### src/rtl/i8255x_if.sv
// Host bus of the i8255x programmable peripheral interface: register select,
// write/read data and the active-high chip-select and strobes.
interface i8255x_if;
    logic [1:0] addr;
    logic [7:0] idata;
    logic [7:0] odata;
    logic       cs;
    logic       we;
    logic       oe;

    modport master (output addr, idata, cs, we, oe, input odata);
    modport slave  (input addr, idata, cs, we, oe, output odata);
endinterface

### src/rtl/i8255x.sv
// i8255x: 8255-style PPI with mode 0 on all ports and mode-1 strobed I/O on A/B.
// Optional macro I8255X_CPC_QUIRK_EN ORs 4'h2 into the port C upper read nibble.
module i8255x #(
    parameter int unsigned SYNC_STAGES = 2,
    parameter logic [7:0]  RESET_MODE  = 8'h9B
) (
    input  logic       clk_sys,
    input  logic       reset_n,
    i8255x_if.slave    bus,
    input  logic [7:0] ipa,
    output logic [7:0] opa,
    input  logic [7:0] ipb,
    output logic [7:0] opb,
    input  logic [7:0] ipc,
    output logic [7:0] opc,
    output logic       intr_a,
    output logic       intr_b
);

    logic [7:0] mode_q;
    logic [7:0] opa_r, opb_r, opc_r;
    logic [7:0] latch_a, latch_b;
    logic       inte_a, inte_b;
    logic       ibf_a, ibf_b;
    logic       intr_a_q, intr_b_q;
    logic       obf_a_n, obf_b_n;
    logic       wr_q, rd_q;
    logic [1:0] rd_addr_q;

    // Handshake pins, bit order {PC2, PC6, PC4}
    logic [SYNC_STAGES-1:0][2:0] sync_q;
    logic [2:0] hs_s, hs_q, hs_fall, hs_rise;

    logic       wr, wr_go, rd, rd_rise, rd_fall;
    logic       a_mode1, a_in, b_mode1, b_in;
    logic       wr_a, wr_b, wr_c, mode_set, bsr;
    logic [2:0] bsr_sel;
    logic       rd_a_rise, rd_a_fall, rd_b_rise, rd_b_fall;
    logic       stb_a_fall, stb_a_rise, ack_a_fall, ack_a_rise;
    logic       stb_b_fall, stb_b_rise, ack_b_fall, ack_b_rise;
    logic [7:0] c_own;
    logic [7:0] rd_a_data, rd_b_data, rd_c_data;

    always_ff @(posedge clk_sys) begin
        if (!reset_n) begin
            sync_q <= '1;
            hs_q   <= '1;
        end else begin
            sync_q[0] <= {ipc[2], ipc[6], ipc[4]};
            for (int unsigned i = 1; i < SYNC_STAGES; i++)
                sync_q[i] <= sync_q[i-1];
            hs_q <= hs_s;
        end
    end

    assign hs_s    = sync_q[SYNC_STAGES-1];
    assign hs_fall = hs_q & ~hs_s;
    assign hs_rise = ~hs_q & hs_s;

    assign wr      = bus.cs & bus.we;
    assign wr_go   = wr & ~wr_q;
    assign rd      = bus.cs & bus.oe;
    assign rd_rise = rd & ~rd_q;
    assign rd_fall = ~rd & rd_q;

    assign a_mode1 = |mode_q[6:5];
    assign a_in    = mode_q[4];
    assign b_mode1 = mode_q[2];
    assign b_in    = mode_q[1];

    assign wr_a     = wr_go && (bus.addr == 2'd0);
    assign wr_b     = wr_go && (bus.addr == 2'd1);
    assign wr_c     = wr_go && (bus.addr == 2'd2);
    assign mode_set = wr_go && (bus.addr == 2'd3) && bus.idata[7];
    assign bsr      = wr_go && (bus.addr == 2'd3) && !bus.idata[7];
    assign bsr_sel  = bus.idata[3:1];

    // Fall-side clears use the address captured at the read's rising edge
    assign rd_a_rise = rd_rise && (bus.addr == 2'd0);
    assign rd_b_rise = rd_rise && (bus.addr == 2'd1);
    assign rd_a_fall = rd_fall && (rd_addr_q == 2'd0);
    assign rd_b_fall = rd_fall && (rd_addr_q == 2'd1);

    assign stb_a_fall = a_mode1 &  a_in & hs_fall[0];
    assign stb_a_rise = a_mode1 &  a_in & hs_rise[0];
    assign ack_a_fall = a_mode1 & ~a_in & hs_fall[1];
    assign ack_a_rise = a_mode1 & ~a_in & hs_rise[1];
    assign stb_b_fall = b_mode1 &  b_in & hs_fall[2];
    assign stb_b_rise = b_mode1 &  b_in & hs_rise[2];
    assign ack_b_fall = b_mode1 & ~b_in & hs_fall[2];
    assign ack_b_rise = b_mode1 & ~b_in & hs_rise[2];

    always_comb begin
        c_own = '0;
        if (a_mode1) begin
            c_own[3] = 1'b1;
            if (a_in) c_own[5:4] = 2'b11;
            else      c_own[7:6] = 2'b11;
        end
        if (b_mode1) c_own[2:0] = 3'b111;
    end

    always_ff @(posedge clk_sys) begin
        if (!reset_n) begin
            mode_q    <= RESET_MODE;
            opa_r     <= '0;
            opb_r     <= '0;
            opc_r     <= '0;
            latch_a   <= '0;
            latch_b   <= '0;
            inte_a    <= 1'b0;
            inte_b    <= 1'b0;
            ibf_a     <= 1'b0;
            ibf_b     <= 1'b0;
            intr_a_q  <= 1'b0;
            intr_b_q  <= 1'b0;
            obf_a_n   <= 1'b1;
            obf_b_n   <= 1'b1;
            wr_q      <= 1'b0;
            rd_q      <= 1'b0;
            rd_addr_q <= '0;
        end else begin
            wr_q <= wr;
            rd_q <= rd;
            if (rd_rise) rd_addr_q <= bus.addr;

            if (mode_set) begin
                mode_q   <= bus.idata;
                opa_r    <= '0;
                opb_r    <= '0;
                opc_r    <= '0;
                inte_a   <= 1'b0;
                inte_b   <= 1'b0;
                ibf_a    <= 1'b0;
                ibf_b    <= 1'b0;
                intr_a_q <= 1'b0;
                intr_b_q <= 1'b0;
                obf_a_n  <= 1'b1;
                obf_b_n  <= 1'b1;
            end else begin
                if (wr_a) opa_r <= bus.idata;
                if (wr_b) opb_r <= bus.idata;
                if (wr_c) opc_r <= (opc_r & c_own) | (bus.idata & ~c_own);

                // BSR on an INTE position updates the enable, never the pin latch
                if (bsr) begin
                    if (a_mode1 && ((a_in && bsr_sel == 3'd4) || (!a_in && bsr_sel == 3'd6)))
                        inte_a <= bus.idata[0];
                    else if (b_mode1 && bsr_sel == 3'd2)
                        inte_b <= bus.idata[0];
                    else
                        opc_r[bsr_sel] <= bus.idata[0];
                end

                // Clears are written before sets so a coincident set wins
                if (a_mode1 && a_in) begin
                    if (rd_a_rise) intr_a_q <= 1'b0;
                    if (rd_a_fall) ibf_a <= 1'b0;
                end
                if (a_mode1 && !a_in && wr_a) begin
                    obf_a_n  <= 1'b0;
                    intr_a_q <= 1'b0;
                end
                if (stb_a_fall) begin
                    latch_a <= ipa;
                    ibf_a   <= 1'b1;
                end
                if (stb_a_rise && ibf_a && inte_a) intr_a_q <= 1'b1;
                if (ack_a_fall) obf_a_n <= 1'b1;
                if (ack_a_rise && inte_a) intr_a_q <= 1'b1;

                if (b_mode1 && b_in) begin
                    if (rd_b_rise) intr_b_q <= 1'b0;
                    if (rd_b_fall) ibf_b <= 1'b0;
                end
                if (b_mode1 && !b_in && wr_b) begin
                    obf_b_n  <= 1'b0;
                    intr_b_q <= 1'b0;
                end
                if (stb_b_fall) begin
                    latch_b <= ipb;
                    ibf_b   <= 1'b1;
                end
                if (stb_b_rise && ibf_b && inte_b) intr_b_q <= 1'b1;
                if (ack_b_fall) obf_b_n <= 1'b1;
                if (ack_b_rise && inte_b) intr_b_q <= 1'b1;
            end
        end
    end

    assign opa    = a_in ? 8'hFF : opa_r;
    assign opb    = b_in ? 8'hFF : opb_r;
    assign intr_a = intr_a_q;
    assign intr_b = intr_b_q;

    always_comb begin
        opc[7:4] = mode_q[3] ? 4'hF : opc_r[7:4];
        opc[3:0] = mode_q[0] ? 4'hF : opc_r[3:0];
        if (a_mode1) begin
            opc[3] = intr_a_q;
            if (a_in) begin
                opc[4] = 1'b1;
                opc[5] = ibf_a;
            end else begin
                opc[6] = 1'b1;
                opc[7] = obf_a_n;
            end
        end
        if (b_mode1) begin
            opc[0] = intr_b_q;
            opc[1] = b_in ? ibf_b : obf_b_n;
            opc[2] = 1'b1;
        end
    end

    always_comb begin
        rd_a_data = a_in ? (a_mode1 ? latch_a : ipa) : opa_r;
        rd_b_data = b_in ? (b_mode1 ? latch_b : ipb) : opb_r;

        rd_c_data[7:4] = mode_q[3] ? ipc[7:4] : opc_r[7:4];
        rd_c_data[3:0] = mode_q[0] ? ipc[3:0] : opc_r[3:0];
        if (a_mode1) begin
            rd_c_data[3] = intr_a_q;
            if (a_in) begin
                rd_c_data[4] = inte_a;
                rd_c_data[5] = ibf_a;
            end else begin
                rd_c_data[6] = inte_a;
                rd_c_data[7] = obf_a_n;
            end
        end
        if (b_mode1) begin
            rd_c_data[0] = intr_b_q;
            rd_c_data[1] = b_in ? ibf_b : obf_b_n;
            rd_c_data[2] = inte_b;
        end
`ifdef I8255X_CPC_QUIRK_EN
        if (mode_q[6:4] == 3'b010 && !mode_q[2] && mode_q[3])
            rd_c_data[7:4] = rd_c_data[7:4] | 4'h2;
`endif
    end

    always_comb begin
        bus.odata = '0;
        case (bus.addr)
            2'd0:    bus.odata = rd_a_data;
            2'd1:    bus.odata = rd_b_data;
            2'd2:    bus.odata = rd_c_data;
            default: bus.odata = mode_q;
        endcase
    end

endmodule

### src/flat_wrapper.sv
// flat-port wrapper written by rule: the top's interface ports become plain ports
module i8255x_flat 
#(
    parameter int unsigned SYNC_STAGES = 2,
    parameter logic [7:0]  RESET_MODE  = 8'h9B
)
  (clk_sys, reset_n, ipa, opa, ipb, opb, ipc, opc, intr_a, intr_b, bus_addr, bus_idata, bus_cs, bus_we, bus_oe, bus_odata);
  i8255x_if bus_i ();
  input  logic clk_sys;
  input  logic reset_n;
  input  logic [7:0] ipa;
  output logic [7:0] opa;
  input  logic [7:0] ipb;
  output logic [7:0] opb;
  input  logic [7:0] ipc;
  output logic [7:0] opc;
  output logic intr_a;
  output logic intr_b;
  input wire logic [$bits(bus_i.addr)-1:0] bus_addr;
  input wire logic [$bits(bus_i.idata)-1:0] bus_idata;
  input wire logic [$bits(bus_i.cs)-1:0] bus_cs;
  input wire logic [$bits(bus_i.we)-1:0] bus_we;
  input wire logic [$bits(bus_i.oe)-1:0] bus_oe;
  output wire logic [$bits(bus_i.odata)-1:0] bus_odata;
  assign bus_i.addr = bus_addr;
  assign bus_i.idata = bus_idata;
  assign bus_i.cs = bus_cs;
  assign bus_i.we = bus_we;
  assign bus_i.oe = bus_oe;
  assign bus_odata = bus_i.odata;
  i8255x #(.SYNC_STAGES(SYNC_STAGES), .RESET_MODE(RESET_MODE)) u_core (.clk_sys(clk_sys), .reset_n(reset_n), .bus(bus_i), .ipa(ipa), .opa(opa), .ipb(ipb), .opb(opb), .ipc(ipc), .opc(opc), .intr_a(intr_a), .intr_b(intr_b));
endmodule
### config.mk
export PLATFORM = sky130hd
export DESIGN_NAME = i8255x_flat
export DESIGN_NICKNAME = d
export VERILOG_FILES = /design/src/rtl/i8255x_if.sv /design/src/rtl/i8255x.sv /design/src/flat_wrapper.sv
export SDC_FILE = /design/constraint.sdc
export NUM_CORES = 1
export LEC_CHECK = 0
export BUFFER_PORTS_ARGS = -buffer_cell sky130_fd_sc_hd__clkbuf_2
export CORE_MARGIN = 2
export CORE_UTILIZATION = 55
export CTS_CLUSTER_DIAMETER = 150
export CTS_CLUSTER_SIZE = 20
export DETAILED_ROUTE_END_ITERATION = 8
export PLACE_DENSITY = 0.86
export SLEW_MARGIN = 20
export SYNTH_ARGS = -nofsm -noshare
export SYNTH_HDL_FRONTEND = slang
export SYNTH_SLANG_ARGS = --single-unit
### constraint.sdc
create_clock -name clk_sys -period 2.5 [get_ports clk_sys]
set_input_delay 0.625 -clock clk_sys [delete_from_list [all_inputs] [get_ports clk_sys]]
set_output_delay 0.625 -clock clk_sys [all_outputs]
set_load 0.02 [all_outputs]
Word-level counts from Yosys, hierarchy flattened
Cells that the tools add are included.
Widths: inputs -> output; s select.
- bitwise logic cells: 33
- add/subtract/negate cells: 0
- shift operators: 0
- multipliers: 0
- multiplexer cells: 49
- divide/modulo/power cells: 0
- order comparisons: 2
- reduce and logical (&&, ||, !) cells: 53
- eq/ne operators: 7
- operators by type and width (kind ; number):
    $mux 8 ; 12
    $logic_and 1x1->1 ; 27
    $pmux 8 s3 ; 1
    $mux 1 ; 18
    $and 1x1->1 ; 17
    $and 8x8->8 ; 2
    $mux 4 ; 4
    $reduce_bool 4->1 ; 4
    $mux 5 ; 3
    $reduce_and 2->1 ; 7
    $mux 2 ; 6
    $mux 3 ; 3
    $bwmux 8 ; 1
    $not 1->1 ; 8
    $not 8->8 ; 1
    $or 8x8->8 ; 1
    $reduce_bool 2->1 ; 4
    $and 3x3->3 ; 2
    $eq 3x3->1 const B ; 2
    $not 3->3 ; 2
    $reduce_or 3->1 ; 2
    $eq 2x1->1 const B ; 2
    $eq 2x2->1 const B ; 2
    $logic_not 2->1 ; 2
    other kinds (8) ; 11
- logic and storage cells: 164
- memories: 0
- latch bits: 0
- flip-flop bits (word level): 69
- ROM bits: 0
- output and inout port bits: 34
- input bits: 39
- memory bits (writable): 0

Depth between registers and ports, before layout
- depth after elaboration: 12
- gate-level depth with buffers: 6
- depth with buffers taken out: 4

Worst setup path before layout
Ideal clock, no wire load.
- path kind: input port to output port
- from: input port ipa[3]
- to: output port bus_odata[3]
- data arrival time: 1.757 ns
- stages: 4
- path slack: 0.118 ns
- buffers on the path: 0
- data required time: 1.875 ns
- path through: or3b_2 -> a311oi_1 -> a311oi_1 -> a21oi_1
- cells in the longest elaborated chain, start to end: 3
- RTL lines (element ; line ; RTL):
    start: declaration ; flat_wrapper.sv:11 ; input logic [7:0] ipa;
    $mux 8 (2 in a row) ; i8255x.sv:217 ; rd_a_data = a_in ? (a_mode1 ? latch_a : ipa) : opa_r;
    $pmux 8 s3 ; i8255x.sv:245 ; case (bus.addr)
    end: declaration ; flat_wrapper.sv:24 ; output wire logic [$bits(bus_i.odata)-1:0] bus_odata;
No other way between the ends.

Final worst setup path
- from: register u_core.mode_q[2]
- to: output port bus_odata[4]
- cells in the longest elaborated chain, start to end: 3
- RTL lines (element ; line ; RTL):
    start: declaration ; i8255x.sv:20 ; logic [7:0] mode_q;
    start signal: assignment ; i8255x.sv:128 ; mode_q <= bus.idata;
    $mux 8 (2 in a row) ; i8255x.sv:218 ; rd_b_data = b_in ? (b_mode1 ? latch_b : ipb) : opb_r;
    $pmux 8 s3 ; i8255x.sv:245 ;
No other way between the ends.

==> flow_summary.yaml <==
sta:
  max_slew_margin: 0.6315
  rsz0062_at_grt: "yes"
  period_minus_slack_ps: 2508
  fmax_mhz: 398.8
  fin_worst_skew_ps: 11.20
  worst_pin_slew_ps: 550.7
  final_max_slew_viol_count: 0
  hold_viol_final: 0
  fin_crit_sh: 1.003
  setup_ws_ps: -7.633
  timing.hold.ws_ps: 406.6
  setup_viol: 1
power:
  power_frac_comb: 0.144
  leakage_nw: 2.002
  vdd_ir_drop_max_mv: 0.4842
  cellPowerDensity_nw_per_um2: 548.1
  power_frac_seq: 0.433
  switching_share: 0.2603
  p_clk_frac: 0.423
  p_sw_mw: 0.6784
  p_int_mw: 1.928
layout:
  fin_nets: 591
  design_area_um2: 4755
  syn_to_final_growth_pct: 27.73
  stdcell_count: 634
  post-route-util: 0.7361
  drive_above_1_share: 0.3321
  antenna_cells: 0
logic_synthesis:
  ys_types: 63
  synth_edf_count: 0
  yosysWarnings: 0
  synth-simple-area-share: 0.2753
  synth-xor-area-share: 0.002353
  synthArstFlopShare: 0
  netlist_instances: 459
  ys_ff_latch: 69
  synth_top_area_cell: "dfxtp_1"
  yosysSeqAreaShare: 0.3711
  synthMuxAreaShare: 0.09714
  syn_nets: 498
  synth_fa_ha_area_frac: 0
  synth_area_um2: 3722
  syn_avg_cell_area_um2: 8.110
  synth_area_leaders: "dfxtp_1, mux2i_1, nand2_1"
  synth_compound_area_frac: 0.2030
  synth_top_area_share: 0.3711
  synth_top_family_by_area: "simple AND/OR/NAND/NOR gates"
  synth_ff_type: "dfxtp_1"
setup_path:
  rr_startpoint: "u_core.mode_q[2]$_SDFFE_PN0P_"
  path_class: "flip-flop to primary output"
  worstSetupEndpointType: "primary output"
  startpoint_type: "flip-flop"
  crit_fanout: 8
  worstPathRequired_ps: 1880
  cp.arrival_ps: 1880
  worst_r2r_path_depth: 7
  reg2reg_setup_slack_ps: 760
  startpoint: "u_core.mode_q[2]$_SDFFE_PN0P_"
  rr_endpoint: "u_core.latch_b[4]$_SDFFE_PN0P_"
  endpoint: "bus_odata[4]"
detailed_routing:
  dr.pass1.iters: 5
  vias: 4037
  wl_per_cell_um: 19.36
  drtAntennaViolNets: 0
  drc: 0
  viasPerCell: 6.368
  wl_um: 12270
  initialDrtViolationCount: 446
clock_network:
  clock_latency_ps: 350
  postCtsHoldBufs: 0
  cts-root-buf: "clkbuf_8"
  ctsHtreeMaxLevel: 3
  cts_buffer_depth: 2
  path_clk_slew_ps: 70
  cts-buffers-inserted: 9
  cts_sinks: 69
  cts_tree: "yes"
floorplan:
  initial_core_util: 0.5763
  dieArea_um2: 7442
  rows: 29
  die_w_um: 86.27
  core-area_um2: 6459
  io_pins: 73
  fp.dieH_um: 86.27
grt:
  grt_pass1_vias: 3694
  track_usage: 0.3271
  grt_pass1_wl_um: 18680
  overflow: 0
  grt_max_degree: 23
  antenna_found_initial: 0
flow_run:
  maxCapViolCount: 0
place:
  portBuffers: 72
  place_congestion: 0.9906
  place_inst: 604
  placed_cell_area_um2: 4230
  hpwlAfterDp_um: 8453
status:
  violations: "setup timing"
  outcome: "complete, but fails checks"
hold_path:
  worstHoldPathType: "flip-flop to flip-flop"
==> cell usage in the layout (no fill, tap or decap), types with 7 or more instances in the layout <==
cell       n
clkbuf_8   9
o21ai_0   18
buf_4     38
nor2_1    37
or2_4      7
a21oi_1   35
or2_2     10
a211oi_1   8
nand2b_1  16
nor3_1     9
dfxtp_1   62
nand3_1   13
clkbuf_2  64
nand2_1   74
mux2i_1   35
==> sequential cells by signal (all words and copies together), names as in the netlist <==
name and flops:
u_core.rd_addr_q 2, u_core.opa_r 8, u_core.ibf_b 1, u_core.sync_q 3, u_core.wr_q 1, u_core.intr_b 1, u_core.opb_r 8, u_core.inte_b 1
u_core.obf_b_n 1, u_core.latch_b 8, u_core.intr_a 1, u_core.mode_q 8, u_core.ibf_a 1, u_core.inte_a 1, u_core.hs_s 3, u_core.latch_a 8
u_core.hs_q 3, u_core.rd_q 1, u_core.opc_r 8, u_core.obf_a_n 1
==> routing by layer <==
layer / vias up / GRT usage / share of wire
li1: 1809 / - / -
met1: 1877 / 0.4113 / 0.38
met3: 56 / 0.09714 / 0.12
met5: - / 0 / 0
met4: 0 / 0.1690 / 0.041
met2: 295 / 0.5088 / 0.45
==> power groups by stage <==
stage                     clock, mW  combinational (mW)  sequential [mW]
final                          1.10               0.375             1.13
after global routing           1.16               0.394             1.13
after CTS                      1.11               0.343             1.13
after detailed placement          0               0.331             1.16
after global placement            0               0.325             1.16
after floorplan                   0               0.197             1.15
==> kinds of logic (layout without fill, tap and decap cells) <==
group | after synthesis | after routing
AND/OR/NAND/NOR | 204 | 204
AO/OA/AOI/OAI | 111 | 111
flip-flops | 69 | 69
buffers and inverters | 38 | 136
multiplexers | 36 | 36
XOR/XNOR | 1 | 1
==> worst min-delay path by stage <==
| stage | startpoint | end | cells past startpoint | slack (ps) |
|---|---|---|---|---|
| finish | u_core.sync_q[2]$_SDFF_PN1_ | u_core.hs_s[2]$_SDFF_PN1_ | 1 | 410 |
| global route | u_core.sync_q[2]$_SDFF_PN1_ | u_core.hs_s[2]$_SDFF_PN1_ | 1 | 430 |
| CTS | u_core.sync_q[2]$_SDFF_PN1_ | u_core.hs_s[2]$_SDFF_PN1_ | 1 | 410 |
| detailed placement | u_core.sync_q[1]$_SDFF_PN1_ | u_core.hs_s[1]$_SDFF_PN1_ | 1 | 400 |
| global placement | u_core.sync_q[1]$_SDFF_PN1_ | u_core.hs_s[1]$_SDFF_PN1_ | 1 | 390 |
| floorplan | u_core.sync_q[0]$_SDFF_PN1_ | u_core.hs_s[0]$_SDFF_PN1_ | 1 | 390 |
==> stage by stage <==
step	setup TNS, ps	worst slack, ps	power (mW)
detailed placement	0	58.63	1.489
finish	-7.633	-7.633	2.606
floorplan	0	117.8	1.348
global placement	0	64.19	1.482
CTS	-2.660	-2.660	2.577
global route	-237.8	-72.12	2.683
==> critical path, stage by stage (launching register included) <==
cell	delay (ps)
dfxtp_2	330
buf_6	130
buf_4	120
mux2i_1	200
a211oi_1	100
a21o_1	160
a221o_1	330
buf_2	170
==> synthesized netlist by cell type, drive strengths merged, types with 6 or more instances <==
library cell and number:
nand2 77, dfxtp 69, nor2 40, a21oi 35
mux2i 35, o21ai 21, or2 18, clkbuf 16
nand2b 16, buf 15, nand3 14, a211oi 11
nor3 10, a31oi 8, inv 6, or3 6
==> repair_timing <==
action / CTS / global route
setup endpoints to repair: 8 / 8
pin swaps: 4 / 8
setup buffers: 8 / 6
gates cloned: 0 / 0
gates resized for setup: 21 / 47
==> layout make-up <==
class	count	area [µm²]
Multi-Input combinational cell	352	2263
Fill cell	478	1704
Sequential cell	69	1400
Timing Repair Buffer	113	725.7
Clock buffer	10	127.6
Clock inverter	6	111.4
Tap cell	77	96.34
Inverter	7	30.03
(Power assumes the default switching activity.)
